<file path="src/rtl/volume_controller.sv">
// Volume setpoint keeper with remote/host/mute inputs and a rate-limited
// attenuator writer that walks the last written code one step at a time.
module volume_controller #(
   parameter logic [7:0]  VOL_MAX     = 8'd200,
   parameter logic [7:0]  VOL_DEFAULT = 8'd100,
   parameter logic [7:0]  STEP        = 8'd4,
   parameter logic [15:0] RAMP_DIV    = 16'd50000
) (
   input  logic       Clk,
   input  logic       nReset,
   input  logic       Up,
   input  logic       Down,
   input  logic       Mute,
   input  logic       HostValid,
   input  logic [7:0] HostVolume,
   output logic       HostReady,
   output logic       WrValid,
   output logic [7:0] WrData,
   input  logic       WrReady,
   output logic [7:0] Volume,
   output logic       Muted,
   output logic       Busy
);

   typedef enum logic [1:0] {
      IDLE  = 2'd0,
      TICK  = 2'd1,
      WRITE = 2'd2
   } state_t;

   state_t      state;
   state_t      nextState;
   logic [7:0]  current;
   logic [7:0]  nextCurrent;
   logic [15:0] count;
   logic [15:0] nextCount;
   logic [7:0]  target;

   logic       upPrev;
   logic       downPrev;
   logic       upEdge;
   logic       downEdge;
   logic       hostAccept;
   logic [8:0] upSum;
   logic [8:0] downDiff;
   logic [7:0] hostClamped;

   assign upEdge      = Up & ~upPrev;
   assign downEdge    = Down & ~downPrev;
   assign hostAccept  = HostValid & HostReady;
   assign upSum       = {1'b0, Volume} + {1'b0, STEP};
   assign downDiff    = {1'b0, Volume} - {1'b0, STEP};
   assign hostClamped = (HostVolume > VOL_MAX) ? VOL_MAX : HostVolume;

   // Previous-value registers start high so a remote held down through reset is not an event
   always_ff @(posedge Clk or negedge nReset) begin
      if (!nReset) begin
         upPrev    <= 1'b1;
         downPrev  <= 1'b1;
         HostReady <= 1'b0;
      end else begin
         upPrev    <= Up;
         downPrev  <= Down;
         HostReady <= 1'b1;
      end
   end

   // Setpoint update: host beats mute beats remote; a borrow in bit 8 means the step went below zero
   always_ff @(posedge Clk or negedge nReset) begin
      if (!nReset) begin
         Volume <= VOL_DEFAULT;
         Muted  <= 1'b0;
      end else if (hostAccept) begin
         Volume <= hostClamped;
         Muted  <= 1'b0;
      end else if (Mute) begin
         Muted  <= ~Muted;
      end else if (upEdge && !downEdge) begin
         Volume <= (upSum > {1'b0, VOL_MAX}) ? VOL_MAX : upSum[7:0];
         Muted  <= 1'b0;
      end else if (downEdge && !upEdge) begin
         Volume <= downDiff[8] ? 8'd0 : downDiff[7:0];
         Muted  <= 1'b0;
      end
   end

   assign target = Muted ? 8'd0 : Volume;

   always_ff @(posedge Clk or negedge nReset) begin
      if (!nReset) begin
         state   <= IDLE;
         current <= 8'd0;
         count   <= 16'd0;
      end else begin
         state   <= nextState;
         current <= nextCurrent;
         count   <= nextCount;
      end
   end

   // Target is re-sampled when the divider expires, so mid-ramp changes steer the next step
   always_comb begin
      nextState   = state;
      nextCurrent = current;
      nextCount   = count;
      WrValid     = 1'b0;
      case (state)
         IDLE: begin
            if (current != target) begin
               nextCount = RAMP_DIV - 16'd1;
               nextState = TICK;
            end
         end
         TICK: begin
            if (count == 16'd0) begin
               if (current == target) begin
                  nextState = IDLE;
               end else begin
                  nextCurrent = (current < target) ? current + 8'd1 : current - 8'd1;
                  nextState   = WRITE;
               end
            end else begin
               nextCount = count - 16'd1;
            end
         end
         WRITE: begin
            WrValid = 1'b1;
            if (WrReady) begin
               nextState = IDLE;
            end
         end
         default: begin
            nextState = IDLE;
         end
      endcase
   end

   assign WrData = current;
   assign Busy   = (state != IDLE);

endmodule

</file>
<file path="config.mk">
export PLATFORM = sky130hd
export DESIGN_NAME = volume_controller
export DESIGN_NICKNAME = d
export VERILOG_FILES = /design/src/rtl/volume_controller.sv
export SDC_FILE = /design/constraint.sdc
export NUM_CORES = 1
export LEC_CHECK = 0
export ABC_AREA = 1
export BUFFER_PORTS_ARGS = -buffer_cell sky130_fd_sc_hd__buf_2
export CAP_MARGIN = 20
export CORE_UTILIZATION = 38
export CTS_CLUSTER_SIZE = 25
export DETAILED_ROUTE_END_ITERATION = 8
export PLACE_DENSITY = 0.63
export SETUP_SLACK_MARGIN = 0.15
export SLEW_MARGIN = 20
export SYNTH_ARGS = -nofsm -noshare
export SYNTH_HDL_FRONTEND = slang
export SYNTH_SLANG_ARGS = --single-unit
</file>
<file path="constraint.sdc">
create_clock -name Clk -period 5.37 [get_ports Clk]
set_input_delay 0.537 -clock Clk [delete_from_list [all_inputs] [get_ports Clk]]
set_output_delay 0.537 -clock Clk [all_outputs]
set_load 0.02 [all_outputs]
</file>
# ---- Word level (Yosys, flattened, before mapping)
# Cells that the tools add are included.
dict set report op_classes {
  order_cmp 3
  n_mux 22
  n_reduce_logical 14
  n_bitwise 7
  n_eq_ne 9
  n_addsub 5
}
# operator count
set op_table {}
lappend op_table {{two-way mux 8 bit} 9}
lappend op_table {{two-way mux 16 bit} 2}
lappend op_table {{one-hot mux 16 bit (2 select lines)} 1}
lappend op_table {{zero test 16 bit} 1}
lappend op_table {{subtractor 16 x 1 -> 16 bit (second input constant)} 1}
lappend op_table {{adder 8 x 3 -> 9 bit (second input constant)} 1}
lappend op_table {{> comparator 9 x 8 -> 1 bit (second input constant)} 1}
lappend op_table {{AND reduction 3 bit} 3}
lappend op_table {{subtractor 8 x 3 -> 9 bit (second input constant)} 1}
lappend op_table {{adder 8 x 1 -> 8 bit (second input constant)} 1}
lappend op_table {{== test 8 bit} 1}
lappend op_table {{> comparator 8 bit (second input constant)} 1}
lappend op_table {{less-than comparator 8 bit} 1}
lappend op_table {{two-way mux 2 bit} 4}
lappend op_table {{!= test 2 bit (second input constant)} 4}
lappend op_table {{!= test 8 bit} 1}
lappend op_table {{subtractor 8 x 1 -> 8 bit (second input constant)} 1}
lappend op_table {{one-hot mux 2 bit (3 select lines)} 1}
lappend op_table {{two-way mux 1 bit} 5}
lappend op_table {{inverter 1 bit} 4}
lappend op_table {{nonzero test 2 bit} 2}
lappend op_table {{nonzero test 4 bit} 1}
lappend op_table {{bitwise AND 1 bit} 3}
lappend op_table {{nonzero test 3 bit} 1}
lappend op_table {{7 further kinds} 9}
dict set report totals {
  input_bits 15
  register_bits 38
  elab_cells 68
  out_inout_bits 20
}

# ---- Longest topological paths before layout
# Gate-level depths: netlist (run 1).
dict set report depth {
  ltp_word 8
  ltp_mapped 18
  mapped_depth_nobuf 18
}

# ---- Worst setup path after synthesis (run 1)
# Ideal clock, no wire load.
dict set report synth_path {
  kind {flip-flop to flip-flop}
  start {reg Muted}
  end {reg current[5], in the netlist WrData[5]}
  path_buffers 0
  synth_period_minus_slack_ps 2686
  required_time_ps 5253
  path_stages_with_launch 19
  path_slack_ps 2684
  t_arrival_ps 2569
  path_cell_list {dfrtp_1 inv_1 nand2_1 ha_1 inv_1 nor2_1 o21ai_0 nand2_1 nand2_1 nand2_1 ha_1 nand3_1 nand2_1 nand2_1 nand2_1 a21oi_1 or2_2 nand3_1 nand2_1}
}
dict set report synth_via {
  elab_chain_cells 4
}
# element line_no
set synth_lines {}
lappend synth_lines {{start, declared} 21} ;# output logic Muted,
lappend synth_lines {{start signal, assigned} 77} ;# Muted <= ~Muted;
lappend synth_lines {{two-way mux 8 bit *} 87} ;# assign target = Muted ? 8'd0 : Volume;
lappend synth_lines {{parallel branches: the longest is 3 deep, another holds less-than comparator 8 bit} --}
lappend synth_lines {{end signal, assigned} 96} ;# current <= nextCurrent;
lappend synth_lines {{end, declared} 33} ;# logic [7:0] current;
# Every way passes the cells marked *.
# A chain may end at the register's enable or synchronous reset.

# ---- Worst setup path in the final report (run 1)
# Ends and elaborated chain as after synthesis.

==> flow_summary.json, run 1 <==
{
  "postRouteAntennaNets": 0,
  "yosysTopAreaCell": "dfrtp_1",
  "startpoint_type": "register",
  "antenna_found_initial": 0,
  "die_x_um": 87.13,
  "holdBufCountCts": 0,
  "synthCells": 382,
  "critPathKind": "register to register",
  "htreeDepth": 2,
  "grt_pass1_wl_um": 10610,
  "yosysSeqAreaShare_pct": 34.76,
  "core_um2": 6907,
  "clkTransAtPathRegs_ns": 0.08,
  "tightest_slew_ns": 0.8493,
  "slowest_stage": "ha_1",
  "max_freq_mhz": 351.3,
  "first_pass_iters": 4,
  "synth_nets": 418,
  "dr.first_iter.drc_count": 91,
  "cp-end-kind": "register",
  "crit_arrival_ns": 3.04,
  "final_hold_viol_count": 0,
  "drc": 0,
  "slew-limit-headroom_pct": 43.38,
  "cts_max_path_buffers": 2,
  "via_per_inst": 4.890,
  "syn_avg_cell_area_um2": 7.209,
  "drive_above_1_share_pct": 14.01,
  "status": "finished, final reports clean",
  "maxCapViolCount": 0,
  "cts_tree": "done",
  "ys_ff_latch": 38,
  "finalClockSkew_ns": 0.01337,
  "cts_made_buffers": 5,
  "die_h_um": 87.13,
  "rsz0062_at_grt": "false",
  "required_ns": 5.57,
  "path_max_fanout": 8,
  "track_usage_pct": 17.45,
  "pin_count": 35,
  "area_growth_pct": 12.45,
  "synth_top_area_share_pct": 29.99,
  "num_rows": 30,
  "final.period_utilization_pct": 53.01,
  "crit_top_cell": "nand2_1",
  "path_cells": "inv_1, nand2_1, ha_1, inv_1, nor2_1, o21ai_0, nand2_1, nand2_1, nand2_1, ha_1, nand3_1, nand2_1, nand2_1, nand2_1, a21oi_1, or2_2, nand3_1, nand2_1",
  "synth-async-reset-ratio_pct": 100.0,
  "period_needed_ns": 2.846,
  "yosys.cell_types.count": 34,
  "hold_class": "input port to asynchronous set/reset pin",
  "dp_hpwl_um": 4692,
  "cts_resized": 0,
  "nNetsFinal": 456,
  "grt_overflow": 0,
  "n_antenna_cell": 0,
  "cts_setup_buffers": 0,
  "wl_per_cell_um": 11.80,
  "ys_warn_count": 0,
  "gp_congestion": 0.8796,
  "root_buffer": "clkbuf_8",
  "peakVddDrop_mv": 0.2369,
  "synthTopCellsByArea": "dfrtp_1 30%, nand2_1 14%, ha_1 9.1%",
  "grt_start_max_net_pins": 39,
  "start_util_pct": 39.87,
  "synth_area_um2": 2754,
  "max_stage_delay_ns": 0.43,
  "slew_violations": 0,
  "fin_setup_tns_ns": 0,
  "die_area_um2": 7592,
  "design_power_total_mw": 1.185,
  "num_vias": 2528,
  "cts.sinks": 38,
  "insertion_delay_ns": 0.30,
  "power_density_nw_per_um2": 382.7,
  "grt_pass1_vias": 2368,
  "routed_wl_um": 6100,
  "synth_ff_type": "dfrtp_1",
  "synth_enable_flop_cells": 0,
  "port_buffers": 34,
  "setup_viol": 0,
  "leakage_nw": 1.599
}
through the flow:
step	setup slack [ns]	hold slack, ns	instance area, um2	utilization [%]	cells
3_3_place_gp	2.611	0.5045	3014	43.64	509
3_5_place_dp	2.500	0.5225	3014	43.64	509
5_1_grt	2.207	0.3432	3097	44.84	517
6_report	2.524	0.3438	3097	44.84	517
4_1_cts	2.499	0.3438	3097	44.84	517
2_1_floorplan	2.684	0.2414	2754	-	382
flip-flops by register name, summed over array words and instances, names as in the netlist:
name and count:
downPrev 1, HostReady 1, Muted 1, state 2, WrData 8, Volume 8
upPrev 1, count 16
worst max-delay path, delay by kind of cell, from the launching register on:
| kind | cells | cell delay, ns |
|---|---|---|
| AND/OR/NAND/NOR | 12 | 1.20 |
| buffers and inverters | 2 | 0.23 |
| adder cells (fa/ha/maj) | 2 | 0.72 |
| flip-flops | 1 | 0.42 |
| AO/OA/AOI/OAI | 2 | 0.20 |
Yosys cell counts, types with 2 or more instances:
master / n
xor2_1: 12
nand4_1: 8
a21oi_1: 16
nor2_2: 3
dfstp_2: 5
xnor2_1: 5
nor4_1: 3
nand3_1: 24
ha_1: 20
nand2_2: 3
inv_1: 42
nor2_4: 2
nor2_1: 46
o31ai_1: 4
nand2_1: 104
nor3_1: 6
dfrtp_1: 33
buf_6: 2
inv_2: 2
o21ai_0: 21
o21ai_1: 8
cells in the final DEF, fill, tap and decap left out, types with 2 or more instances in the layout:
| master | count |
|---|---|
| inv_1 | 42 |
| ha_1 | 20 |
| o31ai_1 | 4 |
| dfstp_2 | 5 |
| o21ai_1 | 8 |
| nand4_1 | 8 |
| xor2_1 | 12 |
| nor2_1 | 46 |
| nand3_1 | 24 |
| nor2_2 | 3 |
| o21ai_0 | 21 |
| buf_2 | 34 |
| clkbuf_8 | 5 |
| a21oi_1 | 16 |
| nand2_1 | 104 |
| xnor2_1 | 5 |
| nor2_4 | 2 |
| inv_2 | 2 |
| nor4_1 | 3 |
| nor3_1 | 6 |
| dfrtp_1 | 33 |
| nand2_2 | 3 |
| clkinv_2 | 2 |
final timing paths:
kind                                   start                    end  slack (ns)  depth (start not counted)
min in group Clk                        Down     downPrev$_DFF_PN1_        0.35                          1
setup / recovery           Muted$_DFFE_PN0P_  WrData[5]$_DFFE_PN0P_        2.52                         18
hold / removal                        nReset  count[12]$_DFFE_PN0P_        0.34                          1
hold reg to reg            Muted$_DFFE_PN0P_      Muted$_DFFE_PN0P_        0.53                          1
max in group asynchronous             nReset   count[2]$_DFFE_PN0P_        4.48                          1
setup reg to reg           Muted$_DFFE_PN0P_  WrData[5]$_DFFE_PN0P_        2.52                         18
routing by layer:
layer	share of wire (%)	track usage [%]	wire, um
met5	0	0	0
met2	46	28.06	2794
met1	50	24.50	3020
met4	0.66	4.322	40
met3	4.0	2.844	245
power breakdown:
part	total, mW	internal, mW	switching (mW)
combinational	0.555	0.183	0.372
clock	0.193	0.0901	0.103
sequential	0.437	0.355	0.0820
total	1.19	0.628	0.557
cell type report:
type,instances,area (um2)
fillers,755,3810
multi-input cells,297,1602
repair buffers,34,170.2
inverters,44,165.2
clock inverters,2,10.01
flip-flops and latches,38,957.2
well taps,96,120.1
clock buffers,6,72.57
kinds of logic after synthesis:
group | count (synthesis) | share of synthesized area (%)
other | 1 | 0.1362
AOI/OAI and AO/OA | 55 | 10.86
xor gates and xnor gates | 17 | 5.407
DFF | 38 | 34.76
and+or+nand+nor | 203 | 31.94
adders and majority gates | 21 | 9.814
buffers and inverters | 47 | 7.088
No activity file was read; power rests on OpenSTA's default activity.
==> run 2: changes to the inputs <==
Settings changed: PLACE_DENSITY 0.63 to 0.65.
Clock period 5.37 ns to 2.5 ns, I/O delays scaled along.
==> run 2 against run 1 <==
Routed wire length grew 16%. Clock-buffer cell count fell by 1. Sequential cell count is the same. Combinational power grew to 2.9 times the previous value. Cell count grew 6.0%. Via count grew 7.0%. Highest routed layer unchanged.
==> flow_summary.json, run 2 (synthesis results as in run 1) <==
{
  "routed_wl_um": 7092,
  "setup_viol": 0,
  "wl_per_cell_um": 12.94,
  "grt_pass1_wl_um": 11070,
  "period_needed_ns": 2.495,
  "regToRegSetupSlack_ns": 0.005,
  "num_rows": 30,
  "path_max_fanout": 7,
  "status": "finished, final reports clean",
  "via_per_inst": 4.938,
  "design_power_total_mw": 3.016,
  "holdBufCountCts": 0,
  "drive_above_1_share_pct": 31.19,
  "clkTransAtPathRegs_ns": 0.08,
  "largest_register_ffs": 16,
  "hold_class": "input port to asynchronous set/reset pin",
  "grt_start_max_net_pins": 39,
  "cts.sinks": 38,
  "slew_violations": 0,
  "peakVddDrop_mv": 0.4866,
  "num_vias": 2706,
  "dr.first_iter.drc_count": 148,
  "cts_tree": "done",
  "leakage_nw": 1.789,
  "die_area_um2": 7592,
  "root_buffer": "clkbuf_8",
  "finalClockSkew_ns": 0.003524,
  "nNetsFinal": 487,
  "r2r-start": "Muted$_DFFE_PN0P_",
  "post_dp_cell_area_um2": 3123,
  "final_cell_mix": "88 x nand2_1, 43 x nor2_1, 39 x inv_1",
  "maxCapViolCount": 0,
  "drc": 0,
  "antenna_found_initial": 0,
  "insertion_delay_ns": 0.30,
  "start_util_pct": 39.87,
  "grt_overflow": 0,
  "htreeDepth": 2,
  "tightest_slew_ns": 0.8231,
  "critPathKind": "register to register",
  "track_usage_pct": 18.39,
  "final_hold_viol_count": 0,
  "crit_end": "WrData[6]$_DFFE_PN0P_",
  "slew-limit-headroom_pct": 45.13,
  "dp_hpwl_um": 4812,
  "pin_count": 35,
  "power_density_nw_per_um2": 829.1,
  "cts_made_buffers": 5,
  "first_pass_iters": 4,
  "gp_congestion": 0.8713,
  "cp-end-kind": "register",
  "n_antenna_cell": 0,
  "fin_setup_tns_ns": 0,
  "area_growth_pct": 32.08,
  "worstReg2RegEnd": "WrData[6]$_DFFE_PN0P_",
  "postRouteAntennaNets": 0,
  "rsz0062_at_grt": "true",
  "ff2ff_path_depth": 15,
  "die_h_um": 87.13,
  "die_x_um": 87.13,
  "final_cell_area_um2": 3637,
  "port_buffers": 34,
  "crit_arrival_ns": 2.68,
  "cts_max_path_buffers": 2,
  "max_freq_mhz": 400.8,
  "final_common_cell": "nand2_1",
  "startpoint_type": "register",
  "top_register": "count",
  "final.period_utilization_pct": 99.80,
  "fillers": 670,
  "grt_pass1_vias": 2496,
  "core_um2": 6907,
  "cp-startpoint": "Muted$_DFFE_PN0P_",
  "required_ns": 2.68
}
## run 2: cell count changes in the layout (fill, tap and decap cells not counted), sizes merged
cell    previous run  this run
inv               44        43
buf               34        65
clkinv             2         3
bufinv             0         1
clkbuf             6         5
## run 2: worst min-delay path by stage
stage	to	slack, ns	cells past startpoint
6_report	count[5]$_DFFE_PN0P_	0.04	1
4_1_cts	upPrev$_DFF_PN1_	0.05	1
2_1_floorplan	HostReady$_DFF_PN0_	-0.05	0
5_1_grt	upPrev$_DFF_PN1_	0.04	1
3_5_place_dp	upPrev$_DFF_PN1_	0.37	1
3_3_place_gp	upPrev$_DFF_PN1_	0.37	1
## run 2: routing by layer
| layer | track usage (%) | share of wire (%) | routed length, um |
|---|---|---|---|
| met1 | 24.24 | 46 | 3244 |
| met2 | 31.50 | 50 | 3549 |
| met3 | 3.223 | 3.2 | 224 |
| met4 | 4.173 | 1.0 | 74 |
| met5 | 0 | 0 | 0 |
## run 2: cell type report
class | instances | area [um2] | share of cell area [%]
Clock inverter | 3 | 40.04 | 1.101
Tap cell | 96 | 120.1 | 3.302
Sequential cell | 38 | 958.4 | 26.35
Inverter | 44 | 172.7 | 4.747
Multi-Input combinational cell | 297 | 1856 | 51.01
Timing Repair Buffer | 65 | 421.7 | 11.59
Clock buffer | 5 | 68.82 | 1.892
## run 2: worst max-delay path, stage by stage, from the launching register on
cell      delay [ns]
dfrtp_2         0.44
clkinv_4        0.11
nand2_1         0.06
ha_1            0.29
nand2_2         0.08
o21a_1          0.20
nand2_4         0.12
buf_4           0.16
ha_4            0.23
nand2_1         0.07
nand3_2         0.09
nand2_2         0.09
nand2_2         0.07
a21oi_2         0.13
xor2_1          0.15
o21ai_1         0.07
## run 2: what timing repair did
| action | 4_1_cts | 5_1_grt |
|---|---|---|
| setup buffers | 9 | 11 |
| pin swaps | 17 | 26 |
| hold endpoints to repair | 0 | 0 |
| resized for setup | 21 | 39 |
| endpoints found under the setup margin | 3 | 8 |
## run 2: power by group
part	switching, mW	internal (mW)
logic	0.979	0.622
registers	0.128	0.762
clock network	0.231	0.294
## run 2: per-stage QoR
| stage | cells | hold WS [ns] | setup slack, ns | util, % |
|---|---|---|---|---|
| CTS | 537 | 0.04923 | 0.01530 | 49.42 |
| global placement | 520 | 0.3667 | 0.02320 | 45.22 |
| detailed placement | 520 | 0.3695 | -0.02994 | 45.22 |
| global route | 548 | 0.03870 | -0.1274 | 52.66 |
| floorplan | 382 | -0.04559 | 0.01214 | - |
| finish | 548 | 0.04399 | 0.004975 | 52.66 |
